**config.mk**
```make
export PLATFORM = sky130hd
export DESIGN_NAME = prog_loader
export DESIGN_NICKNAME = d
export VERILOG_FILES = /design/src/rtl/prog_loader.sv
export SDC_FILE = /design/constraint.sdc
export NUM_CORES = 1
export LEC_CHECK = 0
export CAP_MARGIN = 0
export CELL_PAD_IN_SITES_DETAIL_PLACEMENT = 1
export CELL_PAD_IN_SITES_GLOBAL_PLACEMENT = 2
export CORE_UTILIZATION = 37
export DETAILED_ROUTE_END_ITERATION = 8
export PLACE_DENSITY_LB_ADDON = 0.1
export SYNTH_ARGS = -nofsm -noshare
export SYNTH_HDL_FRONTEND = slang
export SYNTH_SLANG_ARGS = --single-unit
```
**constraint.sdc**
```tcl
create_clock -name clk -period 3.2 [get_ports clk]
set_clock_uncertainty 0.1 [all_clocks]
set_input_delay 0.48 -clock clk [delete_from_list [all_inputs] [get_ports clk]]
set_output_delay 0.48 -clock clk [all_outputs]
set_load 0.05 [all_outputs]
```
**src/rtl/prog_loader.sv**
```systemverilog
// Boot loader: frames SYNC,LEN,DATA*LEN,CSUM from a byte stream into the
// 256-byte instruction memory and releases the core once the image checks.
//
// Ports:
//   clk, rst            clock, async active-high reset
//   rx_data, rx_valid   incoming byte stream
//   rx_ready            byte accepted when rx_valid && rx_ready at posedge
//   mem_we/addr/wdata   instruction-memory write port (one pulse per byte)
//   cpu_run             1 releases the core, 0 holds it with pc at 0
//   load_ok, load_err   image verified / checksum mismatch status
module prog_loader #(
   parameter logic [7:0]  SYNC_BYTE    = 8'hA5,
   parameter int unsigned BOOT_TIMEOUT = 1000000
) (
   input  logic       clk,
   input  logic       rst,
   input  logic [7:0] rx_data,
   input  logic       rx_valid,
   output logic       rx_ready,
   output logic       mem_we,
   output logic [7:0] mem_addr,
   output logic [7:0] mem_wdata,
   output logic       cpu_run,
   output logic       load_ok,
   output logic       load_err
);

   typedef enum logic [2:0] {
      WAIT_SYNC,
      GET_LEN,
      GET_DATA,
      GET_CSUM,
      RUN,
      ERROR
   } state_t;

   state_t      state, state_n;
   logic [8:0]  rem, rem_n;
   logic [7:0]  addr, addr_n;
   logic [7:0]  sum, sum_n;
   logic [7:0]  csum;
   logic [31:0] timer, timer_n;
   logic        we_n;
   logic [7:0]  maddr_n, wdata_n;
   logic        ok_n, err_n, run_n;
   logic        accept, is_sync;

   // A write cycle blocks the next byte, so the stream runs at most
   // one byte per two cycles while data is being written.
   assign rx_ready = !mem_we;
   assign accept   = rx_valid && rx_ready;
   assign is_sync  = (rx_data == SYNC_BYTE);
   assign csum     = sum + rx_data;

   always_ff @(posedge clk or posedge rst) begin
      if (rst) begin
         state     <= WAIT_SYNC;
         rem       <= '0;
         addr      <= '0;
         sum       <= '0;
         timer     <= '0;
         mem_we    <= 1'b0;
         mem_addr  <= '0;
         mem_wdata <= '0;
         load_ok   <= 1'b0;
         load_err  <= 1'b0;
         cpu_run   <= 1'b0;
      end else begin
         state     <= state_n;
         rem       <= rem_n;
         addr      <= addr_n;
         sum       <= sum_n;
         timer     <= timer_n;
         mem_we    <= we_n;
         mem_addr  <= maddr_n;
         mem_wdata <= wdata_n;
         load_ok   <= ok_n;
         load_err  <= err_n;
         cpu_run   <= run_n;
      end
   end

   always_comb begin
      state_n = state;
      rem_n   = rem;
      addr_n  = addr;
      sum_n   = sum;
      timer_n = timer;
      we_n    = 1'b0;
      maddr_n = mem_addr;
      wdata_n = mem_wdata;
      ok_n    = load_ok;
      err_n   = load_err;
      // cpu_run trails the RUN state by one register stage.
      run_n   = (state == RUN);

      unique case (state)
         WAIT_SYNC: begin
            if (accept && is_sync) begin
               // SYNC beats a timer expiring on the same edge.
               state_n = GET_LEN;
            end else if (BOOT_TIMEOUT != 0) begin
               timer_n = timer + 32'd1;
               if (timer_n == BOOT_TIMEOUT)
                  state_n = RUN;
            end
         end
         GET_LEN: begin
            if (accept) begin
               rem_n   = (rx_data == 8'd0) ? 9'd256 : {1'b0, rx_data};
               sum_n   = '0;
               addr_n  = '0;
               state_n = GET_DATA;
            end
         end
         GET_DATA: begin
            if (accept) begin
               we_n    = 1'b1;
               maddr_n = addr;
               wdata_n = rx_data;
               addr_n  = addr + 8'd1;
               sum_n   = csum;
               rem_n   = rem - 9'd1;
               if (rem == 9'd1)
                  state_n = GET_CSUM;
            end
         end
         GET_CSUM: begin
            if (accept) begin
               if (csum == 8'd0) begin
                  ok_n    = 1'b1;
                  state_n = RUN;
               end else begin
                  err_n   = 1'b1;
                  state_n = ERROR;
               end
            end
         end
         ERROR: begin
            if (accept && is_sync) begin
               err_n   = 1'b0;
               state_n = GET_LEN;
            end
         end
         RUN: begin
            // Terminal until reset; bytes are swallowed.
         end
         default: state_n = WAIT_SYNC;
      endcase
   end

endmodule

```
==> impl_metrics.csv, run 1 <==
group,metric,value,unit
synth,synth_adder_area_share,3.524,%
cells_and_area,finalNetCount,595,
global_route,antenna_found_initial,0,
timing,hold_viol_final,0,
min_path,min_from,"mem_addr[5]",
global_route,grt_pass1_wl,21.48,mm
synth,ys_seq_area_share,41.46,%
drt,drt_wl_total,12.87,mm
cts,clock_sinks,80,
drt,highest_layer,"met4",
synth,synth.top_cell.area_share,41.46,%
cts,clock_latency,0.35,ns
synth,synth_simple_gate_area_share,26.54,%
drt,dr_wl_met3,256,µm
synth,synth_seq_cells,80,
job,drv_cap,0,
floorplan,die_h,116.2,µm
drt,met2_length,6.440,mm
worst_setup_path,critical_path_arrival,3.11,ns
synth,synth_top_cell_by_area,"dfrtp_1",
cells_and_area,area_growth,17.47,%
cts,numCtsBuffers,9,
drt,dr.first_iter.drc_count,134,
worst_setup_path,crit_path_end,"state[2]",
cts,cts.path.max_buffers,2,
cells_and_area,num-fill-cells,1480,
global_route,grt_max_degree,49,
global_route,grt_overflow,0,
cts,htreeDepth,3,
placed_design,place_hpwl,9.245,mm
worst_setup_path,critical_path.most_common_cell,"or4_1",
drt,via_per_inst,5.406,
synth,syn_area,4828,µm²
synth,synthMuxAreaShare,0.6219,%
synth,synth_edf_count,0,
min_path,worstHoldPathType,"reg2reg",
global_route,track_usage,20.92,%
worst_setup_path,max_stage_delay,0.61,ns
drt,wire_per_inst,17.21,µm
synth,async_flop_share,100.0,%
synth,yosys.area_share.xor_xnor,8.344,%
worst_setup_path,cp.depth,8,
worst_setup_path,worstSetupEndpointType,"register",
worst_setup_path,critPathBufInv,1,
worst_setup_path,ff2ff_path_depth,8,
placed_design,place_area,5341,µm²
synth,synth_compound_area_share,13.94,%
drt,firstDrtPassIters,4,
worst_setup_path,r2r_setup_slack,0.40,ns
outcome,outcome,"finished clean",
placed_design,io_buffers,31,
cells_and_area,finish.instance_area,5672,µm²
worst_setup_path,reg2reg_to,"state[2]",
timing,tightest_slew,0.9411,ns
worst_setup_path,critPathRequiredTime,3.38,ns
timing,maxSlewViolCount,0,
synth,yosysMostFrequentCell,"nand2_1",
floorplan,num_rows,41,
timing,fmax,341.3,MHz
floorplan,core,12670,µm²
timing,setup_viol,0,
cells_and_area,num_antenna_cells,0,
cts,cts-root-buf,"clkbuf_16",
drt,drc,0,
synth,synth.top_cells.by_count,"94 x nand2_1, 80 x dfrtp_1, 38 x o21ai_0",
cts,cts_tree,"yes",
timing,fin_crit,2.930,ns
worst_setup_path,crit_slowest_cell,"or4_1",
placed_design,gp_congestion,0.7998,
timing,fin_crit_sh,91.56,%
drt,drtAntennaViolNets,0,
worst_setup_path,r2r-start,"timer[3]",
floorplan,die_w,116.2,µm
cts,clk_pin_slew,0.07,ns
cells_and_area,drive_gt1_share,10.07,%
power,p_leak,2.438,nW
worst_setup_path,critPathLaunch,"rx_data[6]",
floorplan,io_pins,32,
global_route,grt_pass1_vias,4286,
drt,via_count,4044,
drt,met1Wirelength,5.845,mm
synth,yosys.cell_types.count,68,
cts,cts_resized,0,
worst_setup_path,path_class,"in2reg",
worst_setup_path,crit_family,"simple AND/OR/NAND/NOR gates",
synth,ys.flop_type,"dfrtp_1",
floorplan,start_util,38.11,%
power,peakVddDrop,0.4275,mV
timing,rsz0062_at_grt,"no",
synth,avgSynthCellArea,8.958,µm²
synth,synth_top_family_by_area,"simple AND/OR/NAND/NOR gates",
worst_setup_path,cp_cell_sequence,"clkdlybuf4s50_1 > or4_1 > o41ai_2 > o2111ai_1 > a211oi_1 > nand4_1 > or4_1 > o211ai_2",
cts,postCtsSetupRepairBufs,0,
synth,syn-instance-count,539,
timing,slew_headroom,37.18,%
worst_setup_path,cp-start-kind,"input pin",
synth,syn_nets,563,
worst_setup_path,crit_fanout,3,
synth,synth.area.top_cells,"dfrtp_1 41%, nand2_1 7.3%, xnor2_1 6.0%",
power,powerDensity,802.9,nW/µm²
floorplan,dieArea,13510,µm²
synth,yosys_warnings,0,
timing,setup_tns,0,ns
cts,ctsHoldBuffers,0,
==> worst min-delay path, cell delays in order, from the launching register on <==
cell and delay, ns:
dfrtp_1 0.34, nand2_1 0.05, nand2_1 0.05
==> routing by layer <==
| metal | vias up | GRT usage [%] |
|---|---|---|
| met1 | 2022 | 25.21 |
| met5 | - | 0 |
| met3 | 18 | 4.203 |
| met2 | 38 | 36.21 |
| li1 | 1966 | - |
| met4 | 0 | 8.889 |
==> where the power goes <==
group	switching, mW	total, mW	internal [mW]
combinational	1.15	1.82	0.670
sequential	0.302	1.57	1.27
clock	0.451	1.16	0.708
==> layout make-up <==
type	instances	area [µm²]	area share (%)
Inverter	15	57.56	1.015
Clock buffer	10	239.0	4.214
Sequential cell	80	2002	35.30
Clock inverter	6	91.34	1.610
Multi-Input combinational cell	410	2564	45.20
Tap cell	172	215.2	3.794
Timing Repair Buffer	55	503.0	8.868
==> flip-flops by register name (all words and copies together), names as in the netlist <==
signal / count
timer: 32
rem: 9
addr: 8
mem_addr: 8
mem_wdata: 8
sum: 8
state: 3
cpu_run: 1
load_err: 1
load_ok: 1
mem_we: 1
==> placed cells by master, fill, tap and decap left out, types with 12 or more instances in the layout <==
master	n
a21oi_1	18
and3_1	13
buf_4	23
clkdlybuf4s50_1	31
dfrtp_1	80
ha_1	12
inv_1	13
nand2_1	94
nand3_1	18
nand4_1	26
nor2_1	36
o21ai_0	38
xnor2_1	33
xor2_1	13
==> per-stage QoR <==
stage | hold slack (ns) | total power, mW | utilization, % | setup slack, ns | cells
floorplan | 0.3491 | 2.914 | - | 0.5573 | 539
global placement | 0.3566 | 3.383 | 42.15 | 0.01063 | 732
detailed placement | 0.3639 | 3.443 | 42.15 | -0.1377 | 732
CTS | 0.3834 | 4.629 | 44.76 | 0.2436 | 748
global route | 0.3985 | 4.883 | 44.76 | 0.06082 | 748
finish | 0.3748 | 4.554 | 44.76 | 0.2700 | 748
==> worst min path at each step <==
stage                              end  slack (ns)  depth (start not counted)
after floorplan            mem_addr[7]        0.35                          2
after global placement     mem_addr[3]        0.36                          2
after detailed placement  mem_wdata[7]        0.36                          2
after CTS                  mem_addr[5]        0.38                          2
after global routing       mem_addr[5]        0.40                          2
final                      mem_addr[5]        0.37                          2
==> kinds of logic (layout without fill, tap and decap cells) <==
kind of cell | Yosys count | in the layout
multiplexers | 3 | 3
buffers and inverters | 49 | 86
flip-flops | 80 | 80
XOR/XNOR | 46 | 46
AO/OA/AOI/OAI | 102 | 102
AND/OR/NAND/NOR | 246 | 246
adder cells (fa/ha/maj) | 13 | 13
No activity file was read; power rests on OpenSTA's default activity.
==> run 2, diff against run 1 <==
==> constraint.sdc (replaced) <==
create_clock -name clk -period 2.95 [get_ports clk]
set_clock_uncertainty 0.1 [all_clocks]
set_input_delay 0.4425 -clock clk [delete_from_list [all_inputs] [get_ports clk]]
set_output_delay 0.4425 -clock clk [all_outputs]
set_load 0.05 [all_outputs]
==> impl_metrics.csv, run 2 (synthesis gave the netlist of run 1 again) <==
group,metric,value,unit
global_route,grt_overflow,0,
cells_and_area,finalNetCount,614,
worst_setup_path,crit_slowest_cell,"or4_4",
drt,drc,0,
power,switching_share,41.72,%
cts,cts_resized,0,
worst_setup_path,path_class,"in2reg",
cells_and_area,largest_registers,"timer x32, rem x9",
timing,hold_viol_final,0,
global_route,grt_pass1_wl,22.13,mm
floorplan,io_pins,32,
timing,maxSlewViolCount,0,
power,power_frac_seq,32.5,%
cts,ctsHoldBuffers,0,
floorplan,num_rows,41,
cells_and_area,mostFrequentLayoutCells,"94 x nand2_1, 80 x dfrtp_1, 42 x buf_4",
drt,via_per_inst,5.378,
cts,clock_sinks,80,
power,combPwrFrac,42.6,%
drt,wire_per_inst,17.14,µm
timing,tightest_slew,0.7195,ns
cts,clock_latency,0.35,ns
job,drv_cap,0,
worst_setup_path,max_stage_delay,0.58,ns
power,p_switching,2.104,mW
cts,postCtsSetupRepairBufs,0,
timing,fin_crit,2.820,ns
cts,numCtsBuffers,9,
placed_design,io_buffers,31,
floorplan,dieArea,13510,µm²
cells_and_area,top_register,"timer",
worst_setup_path,worstSetupEndpointType,"register",
cells_and_area,area_growth,20.42,%
global_route,grt_pass1_vias,4357,
power,power,5.043,mW
worst_setup_path,crit_family,"simple AND/OR/NAND/NOR gates",
worst_setup_path,crit_fanout,3,
timing,slew_headroom,51.92,%
cells_and_area,final_common_cell,"nand2_1",
drt,dr.first_iter.drc_count,126,
timing,setup_ws,0.1302,ns
power,peakVddDrop,0.4982,mV
placed_design,gp_congestion,0.8045,
timing,fmax,354.6,MHz
outcome,outcome,"finished clean",
power,power_frac_clock,24.9,%
drt,drt_wl_total,13.15,mm
cts,cts.path.max_buffers,2,
worst_setup_path,critPathBufInv,2,
cts,cts_tree,"yes",
worst_setup_path,critPathRequiredTime,3.12,ns
floorplan,die_w,116.2,µm
cells_and_area,num-fill-cells,1486,
drt,drtAntennaViolNets,0,
floorplan,core,12670,µm²
global_route,grt_max_degree,36,
floorplan,start_util,38.11,%
timing,rsz0062_at_grt,"no",
worst_setup_path,cp-start-kind,"input pin",
placed_design,pre_cts_slack,-0.2847,ns
min_path,worstHoldPathType,"reg2reg",
global_route,antenna_found_initial,0,
timing,fin_crit_sh,95.59,%
worst_setup_path,critical_path_arrival,2.99,ns
cells_and_area,drive_gt1_share,13.11,%
cells_and_area,num_antenna_cells,0,
cells_and_area,final_util,45.89,%
cells_and_area,largest_reg_flops,32,
floorplan,die_h,116.2,µm
drt,via_count,4125,
global_route,track_usage,21.33,%
placed_design,place_hpwl,9.647,mm
cts,clk_pin_slew,0.06,ns
drt,firstDrtPassIters,4,
timing,setup_viol,0,
cts,cts-root-buf,"clkbuf_16",
cts,htreeDepth,3,
power,powerDensity,867.3,nW/µm²
power,p_int,2.939,mW
worst_setup_path,cp_cell_sequence,"clkdlybuf4s50_1 > or4_4 > o41ai_2 > buf_4 > o2111ai_1 > a211oi_1 > nand4_1 > or4_1 > o211ai_2",
power,p_leak,2.532,nW
-- run 2: cell types whose count changed in the layout (fill, tap and decap cells not counted), sizes merged --
cell and delta:
inv +2, clkinvlp -1, clkbuf -1, buf +19
-- run 2: worst reg2reg max path, delay by kind of cell (launching register included) --
family          cells  cell delay, ns
fa+ha+maj           1            0.27
buf+inv             1            0.21
xor+xnor            1            0.28
simple gates        5            1.23
compound gates      1            0.14
flops               1            0.41
-- run 2: power groups by stage --
stage	clock network [mW]	logic, mW	registers (mW)
finish	1.26	2.15	1.64
detailed placement	0	2.17	1.66
global route	1.33	2.39	1.68
floorplan	0	1.26	1.90
CTS	1.29	2.18	1.64
global placement	0	2.11	1.65
-- run 2: metrics by stage --
| stage | hold slack, ns | instances | area, µm² | setup TNS, ns |
|---|---|---|---|---|
| global route | 0.4024 | 767 | 5814 | 0 |
| CTS | 0.3822 | 767 | 5811 | 0 |
| floorplan | 0.3491 | 539 | 4828 | 0 |
| detailed placement | 0.3657 | 751 | 5484 | -0.9992 |
| global placement | 0.3558 | 751 | 5484 | -0.2873 |
| finish | 0.3757 | 767 | 5814 | 0 |
-- run 2: cell type report --
type	count	area, µm²	share of cell area (%)
clock inverters	7	101.3	1.743
flip-flops and latches	80	2002	34.43
inverters	15	57.56	0.9899
multi-input cells	410	2567	44.16
well taps	172	215.2	3.701
repair buffers	74	645.6	11.10
clock buffers	9	225.2	3.873
-- run 2: final timing paths --
check | start | to | slack [ns] | cells after the start
setup / recovery | rx_data[6] | state[2] | 0.13 | 9
hold / removal | load_ok | load_ok | 0.38 | 1
setup reg to reg | timer[0] | state[2] | 0.23 | 9
hold reg to reg | load_ok | load_ok | 0.38 | 1
max in group asynchronous | rst | timer[12] | 1.72 | 3
min in group asynchronous | rst | cpu_run | 0.40 | 2
-- run 2: per-layer routing --
metal  vias up  global-route usage, %  share of wire, %
met5         -                      0                 0
met3        20                  2.906               1.5
li1       2010                      -                 -
met4         0                  9.316               2.7
met1      2058                  25.77                45
met2        37                  37.79                51
==> run 3, diff against run 2 <==
--- a/config.mk
+++ b/config.mk
@@ -8,6 +8,7 @@
 export CAP_MARGIN = 0
 export CELL_PAD_IN_SITES_DETAIL_PLACEMENT = 1
 export CELL_PAD_IN_SITES_GLOBAL_PLACEMENT = 2
+export CORE_MARGIN = 10
 export CORE_UTILIZATION = 37
 export DETAILED_ROUTE_END_ITERATION = 8
 export PLACE_DENSITY_LB_ADDON = 0.1
==> impl_metrics.csv, run 3 (synthesis gave the netlist of run 1 again) <==
group,metric,value,unit
drt,drt_wl_total,13.41,mm
placed_design,gp_congestion,0.8399,
drt,drtAntennaViolNets,0,
power,powerDensity,842.8,nW/µm²
cells_and_area,top_register,"timer",
global_route,grt_max_degree,36,
cells_and_area,num_antenna_cells,0,
placed_design,place_hpwl,10.01,mm
timing,fin_crit,2.806,ns
global_route,grt_pass1_wl,22.47,mm
floorplan,io_pins,32,
cts,clock_sinks,80,
cells_and_area,mostFrequentLayoutCells,"94 x nand2_1, 80 x dfrtp_1, 40 x buf_4",
drt,firstDrtPassIters,4,
job,drv_cap,0,
drt,dr.first_iter.drc_count,178,
worst_setup_path,cp-start-kind,"input pin",
cts,postCtsSetupRepairBufs,0,
floorplan,start_util,37.95,%
floorplan,core,12720,µm²
cts,cts-root-buf,"clkbuf_16",
cts,htreeDepth,3,
global_route,grt_pass1_vias,4344,
cells_and_area,finalNetCount,612,
timing,fmax,356.3,MHz
timing,slew_headroom,49.46,%
power,power,4.838,mW
drt,via_per_inst,5.365,
floorplan,dieArea,18020,µm²
cts,cts_tree,"yes",
worst_setup_path,critPathRequiredTime,3.11,ns
drt,via_count,4099,
timing,rsz0062_at_grt,"no",
cts,clk_pin_slew,0.06,ns
timing,tightest_slew,0.7562,ns
timing,fin_crit_sh,95.13,%
drt,drc,0,
cells_and_area,largest_reg_flops,32,
cells_and_area,largest_registers,"timer x32, rem x9",
timing,setup_viol,0,
power,p_leak,2.495,nW
floorplan,num_rows,41,
cells_and_area,final_common_cell,"nand2_1",
timing,hold_viol_final,0,
cells_and_area,area_growth,18.89,%
power,peakVddDrop,0.3923,mV
cts,clock_latency,0.34,ns
timing,maxSlewViolCount,0,
cts,cts.path.max_buffers,2,
global_route,grt_overflow,0,
floorplan,die_h,134.2,µm
placed_design,io_buffers,31,
floorplan,die_w,134.2,µm
min_path,worstHoldPathType,"in2async",
cts,numCtsBuffers,9,
global_route,antenna_found_initial,0,
global_route,track_usage,15.33,%
worst_setup_path,path_class,"in2reg",
worst_setup_path,worstSetupEndpointType,"register",
worst_setup_path,crit_fanout,3,
worst_setup_path,critical_path_arrival,2.97,ns
outcome,outcome,"finished clean",
cells_and_area,drive_gt1_share,12.67,%
drt,wire_per_inst,17.56,µm
timing,setup_tns,0,ns
## run 3: cell types whose count changed in the layout (fill, tap and decap cells not counted)
cell,delta
clkbuf_1,+1
buf_4,-2
bufinv_16,-2
a211oi_2,+1
inv_6,-2
a211oi_1,-1
clkinv_2,+2
## run 3: power breakdown
part	switching, mW	internal [mW]	total [mW]	leakage [nW]
Clock	0.475	0.566	1.04	0.125
Combinational	1.32	0.809	2.13	1.33
Sequential	0.289	1.38	1.67	1.04
## run 3: layer usage
metal | global-route usage (%) | part of all wire (%)
met1 | 17.73 | 44
met3 | 2.875 | 2.7
met5 | 0 | 0
met2 | 27.64 | 52
met4 | 5.018 | 1.5
## run 3: path summary, 6_finish.rpt
check / slack [ns] / start / end / cells past startpoint
setup reg to reg: 0.23 / timer[1] / state[2] / 9
hold / removal: 0.36 / rst / timer[5] / 2
min in group clk: 0.38 / mem_addr[3] / mem_addr[3] / 2
setup / recovery: 0.14 / rx_data[6] / state[2] / 9
max in group asynchronous: 1.73 / rst / timer[8] / 3
hold reg to reg: 0.38 / mem_addr[3] / mem_addr[3] / 2
## run 3: repair_timing
item	4_1_cts	5_1_grt
setup endpoints to repair	0	1
gates resized for setup	0	2
hold endpoints to repair	0	0
hold buffers	0	0
## run 3: cell type report
cell class,instances,area (µm²)
Tap cell,172,215.2
Multi-Input combinational cell,410,2572
Timing Repair Buffer,72,630.6
Clock inverter,5,33.78
Clock buffer,10,229.0
Inverter,15,57.56
Fill cell,1552,6982
Sequential cell,80,2002
## run 3: per-stage QoR
stage / hold slack (ns) / area [µm²] / worst slack [ns] / utilization [%] / cells
floorplan: 0.3491 / 4828 / 0.3073 / - / 539
global placement: 0.3585 / 5469 / -0.1113 / 42.99 / 749
detailed placement: 0.3666 / 5469 / -0.2890 / 42.99 / 749
CTS: 0.3825 / 5732 / 0.07891 / 45.05 / 764
global route: 0.4039 / 5741 / 0.04353 / 45.12 / 764
finish: 0.3569 / 5741 / 0.1437 / 45.12 / 764
## run 3: worst max-delay path, stage by stage
cell and delay [ns]:
clkdlybuf4s50_1 0.47, or4_4 0.58, o41ai_2 0.32, buf_4 0.18, o2111ai_1 0.10, a211oi_2 0.16
nand4_1 0.10, or4_1 0.44, o211ai_2 0.17
